File: src/rtl/line_clear_engine_pkg.sv
// Shared definitions for the line-clear engine: board geometry, colours, FSM states.
// The FL_* states only exist when CLEAR_FLASH_EN is defined.
package line_clear_engine_pkg;

  localparam int ROWS         = 20;
  localparam int COLS         = 10;
  localparam int COLOR_W      = 24;
  localparam int ROW_W        = 5;
  localparam int FLASH_FRAMES = 8;

  localparam logic [COLOR_W-1:0] EMPTY_COLOR = 24'h000000;
  localparam logic [COLOR_W-1:0] MINTY       = 24'h98FF98;
  localparam logic [COLOR_W-1:0] BLUE        = 24'h0000FF;
  localparam logic [COLOR_W-1:0] PINK        = 24'hFF69B4;
  localparam logic [COLOR_W-1:0] ORANGE      = 24'hFFA500;
  localparam logic [COLOR_W-1:0] YELLOW      = 24'hFFFF00;
  localparam logic [COLOR_W-1:0] PLUM        = 24'hDDA0DD;
  localparam logic [COLOR_W-1:0] LIGHT_GREY  = 24'hD3D3D3;

  typedef enum logic [3:0] {
    IDLE,
    SC_ADDR,
    SC_WAIT,
    SC_EVAL,
`ifdef CLEAR_FLASH_EN
    FL_WR,
    FL_WAIT,
`endif
    CP_ADDR,
    CP_WAIT,
    CP_WR,
    FILL,
    DONE
  } lce_state_t;

  function automatic logic [4:0] popcount(input logic [ROWS-1:0] mask);
    logic [4:0] n;
    n = '0;
    for (int i = 0; i < ROWS; i++) n = n + 5'(mask[i]);
    return n;
  endfunction

endpackage

File: src/rtl/row_full_check.sv
// Combinational full-row detector: high when no cell of the row holds EMPTY_COLOR.
module row_full_check
  import line_clear_engine_pkg::*;
(
  input  logic [COLS*COLOR_W-1:0] row,
  output logic                    full
);

  always_comb begin
    full = 1'b1;
    for (int c = 0; c < COLS; c++)
      if (row[c*COLOR_W +: COLOR_W] == EMPTY_COLOR) full = 1'b0;
  end

endmodule

File: src/rtl/line_clear_engine.sv
// Scans the board for full rows, compacts the board downward and refills the top.
// Optional CLEAR_FLASH_EN paints full rows LIGHT_GREY and waits FLASH_FRAMES frames first.
module line_clear_engine
  import line_clear_engine_pkg::*;
(
  input  logic                    clk,
  input  logic                    rst_n,
  input  logic                    start,
  input  logic                    frame_tick,
  output logic [ROW_W-1:0]        ram_row,
  output logic [COLS-1:0]         ram_we,
  output logic [COLS*COLOR_W-1:0] ram_d,
  input  logic [COLS*COLOR_W-1:0] ram_q,
  output logic                    busy,
  output logic                    done,
  output logic [2:0]              lines,
  output logic [9:0]              lines_total
);

  localparam logic [ROW_W:0] LAST_ROW = (ROW_W+1)'(ROWS-1);

  lce_state_t       state, state_nxt;
  logic [ROW_W:0]   rd, wr, rd_nxt, wr_nxt;
  logic [ROWS-1:0]  full_mask, mask_nxt;
  logic             row_full;
  logic [4:0]       line_count;
  logic [10:0]      total_sum;

`ifdef CLEAR_FLASH_EN
  logic [ROWS-1:0]  flash_left, flash_nxt;
  logic [ROW_W-1:0] flash_row;
  logic [3:0]       frame_cnt;
`else
  logic             unused_frame_tick;
  assign unused_frame_tick = frame_tick;
`endif

  row_full_check u_row_full_check (
    .row  (ram_q),
    .full (row_full)
  );

  assign busy       = (state != IDLE) && (state != DONE);
  assign done       = (state == DONE);
  assign line_count = popcount(mask_nxt);
  assign total_sum  = 11'(lines_total) + 11'(line_count);

`ifdef CLEAR_FLASH_EN
  always_comb begin
    flash_row = '0;
    for (int r = ROWS-1; r >= 0; r--)
      if (flash_left[r]) flash_row = ROW_W'(r);
  end
`endif

  always_comb begin
    state_nxt = state;
    rd_nxt    = rd;
    wr_nxt    = wr;
    mask_nxt  = full_mask;
    ram_row   = '0;
    ram_we    = '0;
    ram_d     = '0;
`ifdef CLEAR_FLASH_EN
    flash_nxt = flash_left;
`endif
    case (state)
      IDLE: if (start) begin
        state_nxt = SC_ADDR;
        rd_nxt    = LAST_ROW;
        mask_nxt  = '0;
      end
      SC_ADDR: begin
        ram_row   = rd[ROW_W-1:0];
        state_nxt = SC_WAIT;
      end
      SC_WAIT: begin
        ram_row   = rd[ROW_W-1:0];
        state_nxt = SC_EVAL;
      end
      SC_EVAL: begin
        ram_row = rd[ROW_W-1:0];
        mask_nxt[rd[ROW_W-1:0]] = row_full;
        if (rd == '0) begin
          rd_nxt = LAST_ROW;
          wr_nxt = LAST_ROW;
          if (mask_nxt == '0) state_nxt = DONE;
          else begin
`ifdef CLEAR_FLASH_EN
            flash_nxt = mask_nxt;
            state_nxt = FL_WR;
`else
            state_nxt = CP_ADDR;
`endif
          end
        end else begin
          rd_nxt    = rd - 1'b1;
          state_nxt = SC_ADDR;
        end
      end
`ifdef CLEAR_FLASH_EN
      FL_WR: begin
        ram_row   = flash_row;
        ram_we    = '1;
        ram_d     = {COLS{LIGHT_GREY}};
        flash_nxt = flash_left & ~(ROWS'(1) << flash_row);
        if (flash_nxt == '0) state_nxt = FL_WAIT;
      end
      FL_WAIT:
        if (frame_tick && frame_cnt == 4'(FLASH_FRAMES-1)) state_nxt = CP_ADDR;
`endif
      // Full rows and in-place rows cost one cycle; only displaced rows are copied.
      CP_ADDR: begin
        if (full_mask[rd[ROW_W-1:0]] || rd == wr) begin
          rd_nxt = rd - 1'b1;
          if (!full_mask[rd[ROW_W-1:0]]) wr_nxt = wr - 1'b1;
          if (rd == '0) state_nxt = wr_nxt[ROW_W] ? DONE : FILL;
        end else begin
          ram_row   = rd[ROW_W-1:0];
          state_nxt = CP_WAIT;
        end
      end
      CP_WAIT: begin
        ram_row   = rd[ROW_W-1:0];
        state_nxt = CP_WR;
      end
      CP_WR: begin
        ram_row = wr[ROW_W-1:0];
        ram_we  = '1;
        ram_d   = ram_q;
        rd_nxt  = rd - 1'b1;
        wr_nxt  = wr - 1'b1;
        if (rd == '0) state_nxt = wr_nxt[ROW_W] ? DONE : FILL;
        else          state_nxt = CP_ADDR;
      end
      FILL: begin
        ram_row = wr[ROW_W-1:0];
        ram_we  = '1;
        ram_d   = {COLS{EMPTY_COLOR}};
        wr_nxt  = wr - 1'b1;
        if (wr == '0) state_nxt = DONE;
      end
      DONE:    state_nxt = IDLE;
      default: state_nxt = IDLE;
    endcase
  end

  // Result registers update on entry to DONE so they are valid during the done pulse.
  always_ff @(posedge clk or negedge rst_n) begin
    if (!rst_n) begin
      state       <= IDLE;
      rd          <= '0;
      wr          <= '0;
      full_mask   <= '0;
      lines       <= '0;
      lines_total <= '0;
`ifdef CLEAR_FLASH_EN
      flash_left  <= '0;
      frame_cnt   <= '0;
`endif
    end else begin
      state     <= state_nxt;
      rd        <= rd_nxt;
      wr        <= wr_nxt;
      full_mask <= mask_nxt;
      if (state_nxt == DONE && state != DONE) begin
        lines       <= line_count[2:0];
        lines_total <= (total_sum > 11'd1023) ? 10'd1023 : total_sum[9:0];
      end
`ifdef CLEAR_FLASH_EN
      flash_left <= flash_nxt;
      if (state == FL_WR)                      frame_cnt <= '0;
      else if (state == FL_WAIT && frame_tick) frame_cnt <= frame_cnt + 1'b1;
`endif
    end
  end

  assert property (@(posedge clk) disable iff (!rst_n) (state == DONE) |-> (line_count <= 5'd4));

endmodule
File: config.mk
export PLATFORM = sky130hd
export DESIGN_NAME = line_clear_engine
export DESIGN_NICKNAME = d
export VERILOG_FILES = /design/src/rtl/line_clear_engine_pkg.sv /design/src/rtl/row_full_check.sv /design/src/rtl/line_clear_engine.sv
export SDC_FILE = /design/constraint.sdc
export NUM_CORES = 1
export LEC_CHECK = 0
export ABC_AREA = 0
export CAP_MARGIN = 20
export CORE_AREA = 8 8 195 197
export CTS_CLUSTER_SIZE = 25
export DETAILED_ROUTE_END_ITERATION = 10
export DIE_AREA = 0 0 203 205
export PLACE_DENSITY = 0.5
export SLEW_MARGIN = 5
export SYNTH_ARGS = -nofsm -noshare
export SYNTH_HDL_FRONTEND = slang
export SYNTH_HIERARCHICAL = 1
export SYNTH_SLANG_ARGS = --single-unit
File: constraint.sdc
create_clock -name clk -period 20.2 [get_ports clk]
set_clock_uncertainty 0.15 [all_clocks]
set_input_delay 3.03 -clock clk [delete_from_list [all_inputs] [get_ports clk]]
set_output_delay 3.03 -clock clk [all_outputs]
set_load 0.1 [all_outputs]
==> metrics.csv, run 1 <==
stage,metric,value,unit
run_status,status,completed,
timing,"Hold Vio Cnt, Final",0,
timing,Max Clock Freq,90.6,MHz
route,# DRC,0,
clock_tree,setup bufs post-CTS,0,
die,Chip Width,203,µm
layout,Sequential Area,1230,µm²
timing,final setup vio count,0,
route,DR vias,8218,
timing,Fin Hold WS,0.361,ns
layout,Multi-input gate area,4760,µm²
clock_tree,clock latency on the worst-skew pair,0.30,ns
place,port buffer count,512,
yosys,Yosys reg bits,49,
yosys,Syn Inst Count,829,
yosys,mapped cell area,6400,µm²
global_routing,pin count of the biggest net entering global routing,139,
yosys,dominant cell type by area after synthesis,and2_1,
timing,Worst Tran Pin Value,1.14,ns
critical_path,CP max-delay cell,nor4_1,
place,DP HPWL,44800,µm
yosys,Yosys top cell area share,0.237,
route,Routed wire per std cell,29.2,µm
yosys,synth unique cells,67,
layout,layout filler cell count,3734,
yosys,Syn Nets,1108,
place,routability cong.,0.910,
min_path,hold_sp,lines[2],
yosys,Async SR Flop Fraction,1.00,
route,Antenna Violating Nets Remaining,0,
clock_tree,Num CTS Buffers,5,
yosys,Post-synth EDFFs,0,
global_routing,number of global-route vias before repair,8343,
clock_tree,"CTS clk-pin slew, worst paths",0.08,ns
critical_path,critical setup path kind,input port to register,
critical_path,CP most frequent cell,fa_1,
critical_path,element type at the critical path end,register,
layout,Layout area overhead,88.0,%
timing,Setup TNS Final,0,ns
yosys,Most used DFF post-synth,dfrtp_1,
route,drt first pass iters,5,
clock_tree,Root Buffer,clkbuf_16,
yosys,Area contributors post-synth,"and2_1 (24%), dfrtp_1 (19%), nor4_1 (6.1%)",
timing,Tcrit/Tclk final,0.546,
clock_tree,clock sink count,49,
clock_tree,CTS tree,built,
critical_path,R2R Path End,lines_total[2],
global_routing,first-pass GRT wire length,68900,µm
timing,min Tclk post-route,11.04,ns
die,die area,41600,µm²
min_path,Hold Crit Class,register to register,
die,Top Ports,514,
critical_path,Worst Path Max Fanout,16,
critical_path,Worst path max stage delay,0.68,ns
clock_tree,PostCTS Resize Cnt,0,
clock_tree,H-tree depth,2,
route,violation count after the first detailed-routing iteration,659,
critical_path,Register-to-Register Path Depth,20,
min_path,Hold Path Sink,lines[2],
timing,unrepaired setup endpoints after global routing,false,
layout,share of cells above drive strength 1,0.0418,
die,Die Height,205,µm
critical_path,Required @ worst endpoint,20.25,ns
die,Core Region,35000,µm²
yosys,synthesized area per cell,7.72,µm²
die,Starting Density,0.183,
global_routing,initial antenna violation count,37,
power_and_ir_drop,worst-case vdd ir drop,0.0000748,V
clock_tree,hold-fix buffer count after cts,0,
yosys,Yosys warning total,6,
yosys,"Seq/Total Area, Yosys",0.192,
global_routing,grt total ovfl,0,
critical_path,"reg-to-reg slack, setup",12.19,ns
min_path,Hold Path Stages,1,
global_routing,Tot GR Track Use,0.236,
die,Rows,69,
timing,fin. max-slew vios,0,
critical_path,worst r2r src,rd[1],
route,WL final,51500,µm
route,via/cell ratio,4.66,
power_and_ir_drop,Pleak,4.70,nW
clock_tree,CTS max path bufs,2,
run,maxcap violations,0,
layout,nets@finish,1570,
critical_path,crit path DAT,11.08,ns
timing,Rel. slew slack,0.240,
critical_path,CP startpoint kind,input port,
power_and_ir_drop,pwr dens,46.7,nW/µm²
## area by class of cell
class	count	area share
Timing Repair Buffer	520	0.431
Multi-Input combinational cell	688	0.396
Sequential cell	49	0.102
Tap cell	461	0.0480
Clock buffer	5	0.0104
Inverter	27	0.00843
Clock inverter	3	0.00208
Antenna cell	10	0.00208
## placed cells by master, fill, tap and decap left out, types with 6 or more instances in the layout
| cell type | synthesis | routed |
|---|---|---|
| clkdlybuf4s50_1 | 0 | 502 |
| and2_1 | 242 | 242 |
| nor4_1 | 62 | 62 |
| nand2_1 | 61 | 61 |
| dfrtp_1 | 49 | 49 |
| o21ai_0 | 45 | 45 |
| a21oi_1 | 28 | 28 |
| inv_1 | 27 | 27 |
| nor2_1 | 25 | 24 |
| mux2i_1 | 20 | 20 |
| ha_1 | 20 | 20 |
| nand3_1 | 18 | 18 |
| fa_1 | 15 | 15 |
| buf_4 | 11 | 15 |
| nor4b_1 | 11 | 11 |
| nand4_1 | 11 | 11 |
| mux2_2 | 11 | 11 |
| diode_2 | 0 | 10 |
| xnor2_1 | 10 | 10 |
| nor2b_1 | 10 | 10 |
| a21o_1 | 8 | 8 |
| and4_1 | 7 | 7 |
| nand2b_1 | 7 | 7 |
| a31oi_1 | 6 | 6 |
## cells by family after synthesis
| family | share of synthesized area |
|---|---|
| compound gates | 0.124 |
| xor+xnor | 0.0151 |
| fa+ha+maj | 0.0861 |
| buf+inv | 0.0649 |
| flops | 0.192 |
| mux | 0.0577 |
| simple gates | 0.461 |
## Yosys cell counts (all sizes together) (4+ instances only)
cell type / number
and4: 7
nand3: 19
xnor2: 10
nand2: 61
nor3: 5
a21oi: 28
ha: 20
a21o: 8
nor2b: 10
o21ai: 47
nand2b: 7
clkbuf: 45
nand4: 12
mux2: 13
inv: 27
o21a: 4
nor4b: 11
fa: 15
dfrtp: 49
a31oi: 6
buf: 20
and2: 242
nor2: 25
nor4: 65
mux2i: 20
## flip-flops by register name, summed over array words and instances (netlist names)
signal,count
full_mask,20
lines_total,10
rd,6
wr,6
state,4
lines,3
## through the flow
step | instance area (µm²) | power (mW) | cells | util | worst slack (ns)
final | 12000 | 0.562 | 1763 | 0.344 | 9.16
after detailed placement | 11800 | 0.474 | 1745 | 0.339 | 8.80
after CTS | 12000 | 0.566 | 1753 | 0.343 | 9.09
after global routing | 12000 | 0.603 | 1754 | 0.343 | 8.63
after floorplan | 6400 | 0.343 | 829 | - | 10.39
after global placement | 11800 | 0.474 | 1743 | 0.338 | 8.78
## layer usage
layer / global-route usage / share of wire / wire length (µm) / vias up
li1: - / - / - / 3838
met1: 0.288 / 0.40 / 20500 / 3860
met2: 0.360 / 0.43 / 22300 / 459
met3: 0.137 / 0.15 / 7940 / 47
met4: 0.0334 / 0.014 / 705 / 14
met5: 0 / 0.0017 / 88 / -
## critical path, delay by kind of cell
kind                       cells  cell delay [ns]
buffers and inverters          4             0.84
and+or+nand+nor                7             1.89
muxes                          1             0.28
adders and majority gates      8             3.79
AOI/OAI and AO/OA              5             1.24
## worst max path at each step
stage | depth (start not counted) | slack (ns) | startpoint | to
finish | 25 | 9.16 | ram_q[96] | lines_total[2]
global route | 28 | 8.63 | ram_q[96] | lines_total[2]
CTS | 27 | 9.09 | ram_q[96] | lines_total[2]
detailed placement | 27 | 8.80 | ram_q[96] | lines_total[2]
global placement | 27 | 8.78 | ram_q[96] | lines_total[2]
floorplan | 26 | 10.39 | ram_q[71] | lines_total[7]
## report_power, final
| group | internal [mW] | switching [mW] | total, mW |
|---|---|---|---|
| registers | 0.109 | 0.0304 | 0.139 |
| logic | 0.132 | 0.203 | 0.335 |
| clock network | 0.0466 | 0.0414 | 0.0880 |
Note: power is estimated with default switching activity, not from simulation.
==> run 2: changes to the inputs <==
- clock period: 20.2 -> 11.6 ns (I/O delays scaled with it)
==> metrics.csv, run 2 (synthesis results as in run 1) <==
stage,metric,value,unit,change
run_status,status,completed,,
die,Rows,69,,unchanged
layout,number of flip-flops in the largest register,20,,unchanged
die,Top Ports,514,,unchanged
layout,largest registers,"full_mask (20), lines_total (10)",,
clock_tree,CTS max path bufs,2,,unchanged
die,Starting Density,0.183,,unchanged
critical_path,CP max-delay cell,nor4_1,,
clock_tree,clock sink count,49,,unchanged
die,Core Region,35000,µm²,unchanged
route,WL final,51800,µm,+0.65%
critical_path,CP most frequent cell,fa_1,,
layout,design area,12000,µm²,-0.31%
route,via/cell ratio,4.71,,+0.96%
timing,Tcrit/Tclk final,0.836,,
critical_path,CP startpoint kind,input port,,
global_routing,grt total ovfl,0,,unchanged
layout,share of cells above drive strength 1,0.0426,,+0.000840
route,# DRC,0,,unchanged
clock_tree,clock latency on the worst-skew pair,0.31,ns,about the same
critical_path,element type at the critical path end,register,,
layout,"most common cell after layout, fill and taps aside",clkdlybuf4s50_1,,
clock_tree,hold-fix buffer count after cts,0,,unchanged
global_routing,met3 Usage GRT,0.136,,-0.00142
route,DR vias,8306,,+1.1%
timing,final setup vio count,0,,unchanged
clock_tree,H-tree depth,2,,unchanged
critical_path,Worst path max stage delay,0.77,ns,+0.09 ns
run,maxcap violations,0,,unchanged
layout,most frequent cells in the layout,"clkdlybuf4s50_1 (499), and2_1 (242), nor4_1 (62)",,
layout,Layout area overhead,87.4,%,
route,Antenna Violating Nets Remaining,0,,unchanged
timing,unrepaired setup endpoints after global routing,false,,
global_routing,Tot GR Track Use,0.236,,+0.000914
timing,Worst Tran Pin Value,1.15,ns,+0.0112 ns
global_routing,pin count of the biggest net entering global routing,125,,-10%
die,Die Height,205,µm,unchanged
die,Chip Width,203,µm,unchanged
route,violation count after the first detailed-routing iteration,782,,+19%
global_routing,met2 global-route usage,0.366,,+0.00599
clock_tree,Num CTS Buffers,5,,unchanged
timing,fin. max-slew vios,0,,unchanged
global_routing,number of global-route vias before repair,8214,,-1.5%
critical_path,Worst Path Max Fanout,16,,unchanged
critical_path,crit path DAT,9.75,ns,-1.33 ns
route,drt first pass iters,5,,unchanged
die,die area,41600,µm²,unchanged
global_routing,first-pass GRT wire length,69000,µm,+0.21%
place,port buffer count,512,,unchanged
clock_tree,"CTS clk-pin slew, worst paths",0.08,ns,about the same
layout,largest reg by FF count,full_mask,,
critical_path,Required @ worst endpoint,11.65,ns,-8.60 ns
power_and_ir_drop,pwr dens,82.0,nW/µm²,+75%
timing,"Hold Vio Cnt, Final",0,,unchanged
timing,Rel. slew slack,0.232,,-0.00750
place,DP HPWL,44800,µm,+0.15%
critical_path,Top delay family on crit path,adder cells,,
min_path,Hold Crit Class,register to register,,
global_routing,GRT met1 Usage,0.288,,about the same
timing,Max Clock Freq,103,MHz,
power_and_ir_drop,Pleak,4.69,nW,-0.20%
place,routability cong.,0.908,,-0.25%
clock_tree,CTS tree,built,,
critical_path,"Buf+Inv Stages, Crit Path",4,,unchanged
clock_tree,Root Buffer,clkbuf_16,,
timing,Fin Hold WS,0.370,ns,+0.00907 ns
place,Area after DPL,11800,µm²,-0.40%
power_and_ir_drop,worst-case vdd ir drop,0.000124,V,+66%
global_routing,initial antenna violation count,35,,-5.4%
clock_tree,setup bufs post-CTS,0,,unchanged
route,Routed wire per std cell,29.4,µm,+0.53%
timing,Setup TNS Final,0,ns,unchanged
layout,nets@finish,1568,,-0.13%
timing,min Tclk post-route,9.70,ns,
clock_tree,PostCTS Resize Cnt,0,,unchanged
critical_path,critical setup path kind,input port to register,,
global_routing,busiest grt layer,met2,,
## run 2: per-stage QoR
stage	total power, mW	util	setup WS [ns]	std cells
floorplan	0.598	-	3.08	829
global placement	0.826	0.338	1.61	1743
detailed placement	0.825	0.338	1.57	1743
CTS	0.990	0.342	1.90	1751
global route	1.05	0.342	1.52	1751
finish	0.983	0.343	1.90	1765
## run 2: worst reg2reg max path, delay by kind of cell (launching register included)
family          cells  cell delay (ns)
fa+ha+maj           9             4.33
compound gates      4             0.89
simple gates        3             0.81
flops               1             0.70
mux                 2             0.59
buf+inv             3             0.35
## run 2: final cells by class
class	count	area, µm²
flip-flops and latches	49	1230
clock buffers	5	125
fillers	3737	23000
repair buffers	518	5130
inverters	27	101
clock inverters	3	25.0
well taps	461	577
multi-input cells	688	4760
diodes	14	35.0
## run 2: per-layer routing
layer | share of wire | vias up
li1 | - | 3835
met1 | 0.40 | 3939
met2 | 0.44 | 480
met3 | 0.15 | 44
met4 | 0.015 | 8
met5 | 0.00083 | -
## run 2: path summary, 6_finish.rpt
| kind | endpoint | slack (ns) | start | cells past startpoint |
|---|---|---|---|---|
| worst min register to register | lines[1] | 0.37 | lines[1] | 1 |
| worst max register to register | lines_total[2] | 3.68 | rd[1] | 21 |
| max in group asynchronous | full_mask[13] | 9.44 | rst_n | 2 |
| worst max-delay path | lines_total[2] | 1.90 | ram_q[97] | 25 |
| min in group asynchronous | rd[0] | 1.40 | rst_n | 2 |
| worst min-delay path | lines[1] | 0.37 | lines[1] | 1 |
## run 2: report_power, final
| group | internal, mW | leakage, nW | switching, mW |
|---|---|---|---|
| clock | 0.0819 | 0.0709 | 0.0784 |
| combinational | 0.229 | 3.96 | 0.353 |
| sequential | 0.189 | 0.662 | 0.0511 |
==> run 3: changes to the inputs <==
- PLACE_DENSITY: 0.5 -> 0.52
- clock period: 11.6 -> 8.9 ns (I/O delays scaled with it)
==> metrics.csv, run 3 (synthesis results as in run 1) <==
stage,metric,value,unit,change
run_status,status,completed,,
critical_path,crit path DAT,8.62,ns,-1.13 ns
critical_path,worst r2r src,state[2],,
layout,number of flip-flops in the largest register,20,,unchanged
run,maxcap violations,0,,unchanged
route,DR vias,8675,,+4.4%
clock_tree,clock sink count,49,,unchanged
clock_tree,CTS max path bufs,2,,unchanged
critical_path,"reg-to-reg slack, setup",1.32,ns,-2.36 ns
route,violation count after the first detailed-routing iteration,626,,-20%
clock_tree,H-tree depth,2,,unchanged
critical_path,critical setup path kind,input port to register,,
timing,Rel. slew slack,0.243,,+0.0112
layout,Multi-input gate area,4840,µm²,+1.7%
timing,Max Clock Freq,117,MHz,
global_routing,number of global-route vias before repair,8851,,+7.8%
route,via/cell ratio,4.64,,-1.4%
critical_path,Worst Setup SP,ram_q[27],,
critical_path,Register-to-Register Path Depth,19,,-9.5%
critical_path,CP most frequent cell,fa_1,,
global_routing,pin count of the biggest net entering global routing,137,,+9.6%
clock_tree,Root Buffer,clkbuf_16,,
layout,nets@finish,1676,,+6.9%
critical_path,CP startpoint kind,input port,,
layout,most frequent cells in the layout,"clkdlybuf4s50_1 (498), and2_1 (242), buf_4 (124)",,
route,# DRC,0,,unchanged
layout,"most common cell after layout, fill and taps aside",clkdlybuf4s50_1,,
min_path,Hold Crit Class,register to register,,
layout,Layout area overhead,101,%,
clock_tree,CTS tree,built,,
power_and_ir_drop,clock share of power,0.150,,-0.013
critical_path,R2R Path End,lines_total[8],,
layout,Sequential Area,1230,µm²,unchanged
power_and_ir_drop,sequential power share,0.232,,-0.013
clock_tree,clock latency on the worst-skew pair,0.30,ns,about the same
layout,share of cells above drive strength 1,0.124,,+0.0811
layout,Final Util,0.368,,+0.0257
die,Chip Width,203,µm,unchanged
layout,largest reg by FF count,full_mask,,
die,die area,41600,µm²,unchanged
die,Rows,69,,unchanged
layout,layout filler cell count,3657,,-2.1%
timing,min Tclk post-route,8.58,ns,
route,drt first pass iters,7,,+2
global_routing,first-pass GRT wire length,71000,µm,+2.8%
die,Core Region,35000,µm²,unchanged
route,WL final,52100,µm,+0.46%
critical_path,CP max-delay cell,clkdlybuf4s50_1,,
power_and_ir_drop,Combinational Power Share,0.618,,+0.026
route,Antenna Violating Nets Remaining,0,,unchanged
critical_path,element type at the critical path end,register,,
place,routability cong.,0.928,,+2.2%
timing,final setup vio count,0,,unchanged
place,DP HPWL,45300,µm,+0.96%
critical_path,Worst Path Max Fanout,7,,-9
critical_path,Top delay family on crit path,adder cells,,
timing,Worst Tran Pin Value,1.13,ns,-0.0168 ns
route,Routed wire per std cell,27.9,µm,-5.1%
min_path,hold_sp,lines[0],,
clock_tree,hold-fix buffer count after cts,0,,unchanged
timing,Tcrit/Tclk final,0.964,,
power_and_ir_drop,Pleak,5.25,nW,+12%
layout,design area,12900,µm²,+7.5%
power_and_ir_drop,pwr dens,102,nW/µm²,+24%
power_and_ir_drop,internal power,0.687,mW,+37%
global_routing,grt total ovfl,0,,unchanged
timing,"Hold Vio Cnt, Final",0,,unchanged
critical_path,Required @ worst endpoint,8.94,ns,-2.71 ns
place,port buffer count,512,,unchanged
place,Area after DPL,12600,µm²,+6.8%
clock_tree,Num CTS Buffers,5,,unchanged
layout,largest registers,"full_mask (20), lines_total (10)",,
timing,fin. max-slew vios,0,,unchanged
critical_path,Worst path max stage delay,0.55,ns,-0.22 ns
die,Die Height,205,µm,unchanged
min_path,Hold Path Stages,1,,unchanged
die,Starting Density,0.183,,unchanged
global_routing,Tot GR Track Use,0.239,,+0.00226
power_and_ir_drop,worst-case vdd ir drop,0.000210,V,+69%
global_routing,initial antenna violation count,26,,-26%
die,Top Ports,514,,unchanged
clock_tree,"CTS clk-pin slew, worst paths",0.07,ns,about the same
power_and_ir_drop,switching share of power,0.477,,-0.0135
power_and_ir_drop,Net Sw Power,0.627,mW,+30%
critical_path,"Buf+Inv Stages, Crit Path",7,,+3
power_and_ir_drop,total power,1.31,mW,+34%
min_path,Hold Path Sink,lines[0],,
-- run 3: cell types whose count changed in the layout (fill, tap and decap cells not counted), sizes merged --
| cell | before | now |
|---|---|---|
| buf | 19 | 126 |
| diode | 14 | 10 |
| dlymetal6s2s | 0 | 2 |
| clkdlybuf4s50 | 499 | 498 |
| clkinv | 0 | 1 |
| inv | 29 | 28 |
-- run 3: metal layers --
| metal | up-vias | wire length [µm] | GRT usage |
|---|---|---|---|
| met2 | 458 | 23100 | 0.376 |
| li1 | 4057 | - | - |
| met4 | 6 | 268 | 0.0184 |
| met3 | 21 | 7320 | 0.120 |
| met5 | - | 33 | 0 |
| met1 | 4133 | 21400 | 0.300 |
-- run 3: final cells by class --
class	instances	share of cell area
clock buffer	5	0.00971
timing repair buffer	626	0.463
sequential	49	0.0952
clock inverter	3	0.00165
multi-input combinational	688	0.376
antenna	10	0.00194
tap	461	0.0448
inverter	27	0.00787
-- run 3: worst max path at each step --
stage | to | cells past startpoint | slack [ns]
floorplan | lines_total[7] | 26 | 0.78
global placement | lines_total[2] | 28 | -0.23
detailed placement | lines_total[2] | 26 | -0.28
CTS | lines_total[2] | 29 | 0.01
global route | lines_total[8] | 29 | -0.008
finish | lines_total[8] | 28 | 0.32
-- run 3: through the flow --
stage / hold slack (ns) / worst slack (ns) / setup TNS [ns] / instances
finish: 0.360 / 0.317 / 0 / 1869
detailed placement: 0.345 / -0.284 / -2.20 / 1848
global placement: 0.344 / -0.235 / -1.57 / 1848
floorplan: 0.348 / 0.782 / 0 / 829
CTS: 0.363 / 0.0145 / 0 / 1856
global route: 0.397 / -0.00752 / -0.00752 / 1859
-- run 3: power groups by stage --
stage / logic, mW / clock network, mW / registers [mW]
finish: 0.812 / 0.198 / 0.305
global route: 0.886 / 0.213 / 0.310
CTS: 0.810 / 0.206 / 0.303
detailed placement: 0.800 / 0 / 0.308
global placement: 0.804 / 0 / 0.307
floorplan: 0.506 / 0 / 0.273
-- run 3: what timing repair did --
item | 4_1_cts | 5_1_grt
buffers inserted | 0 | 3
resized for setup | 1 | 18
pin swaps | 0 | 1
setup endpoints to repair | 1 | 10
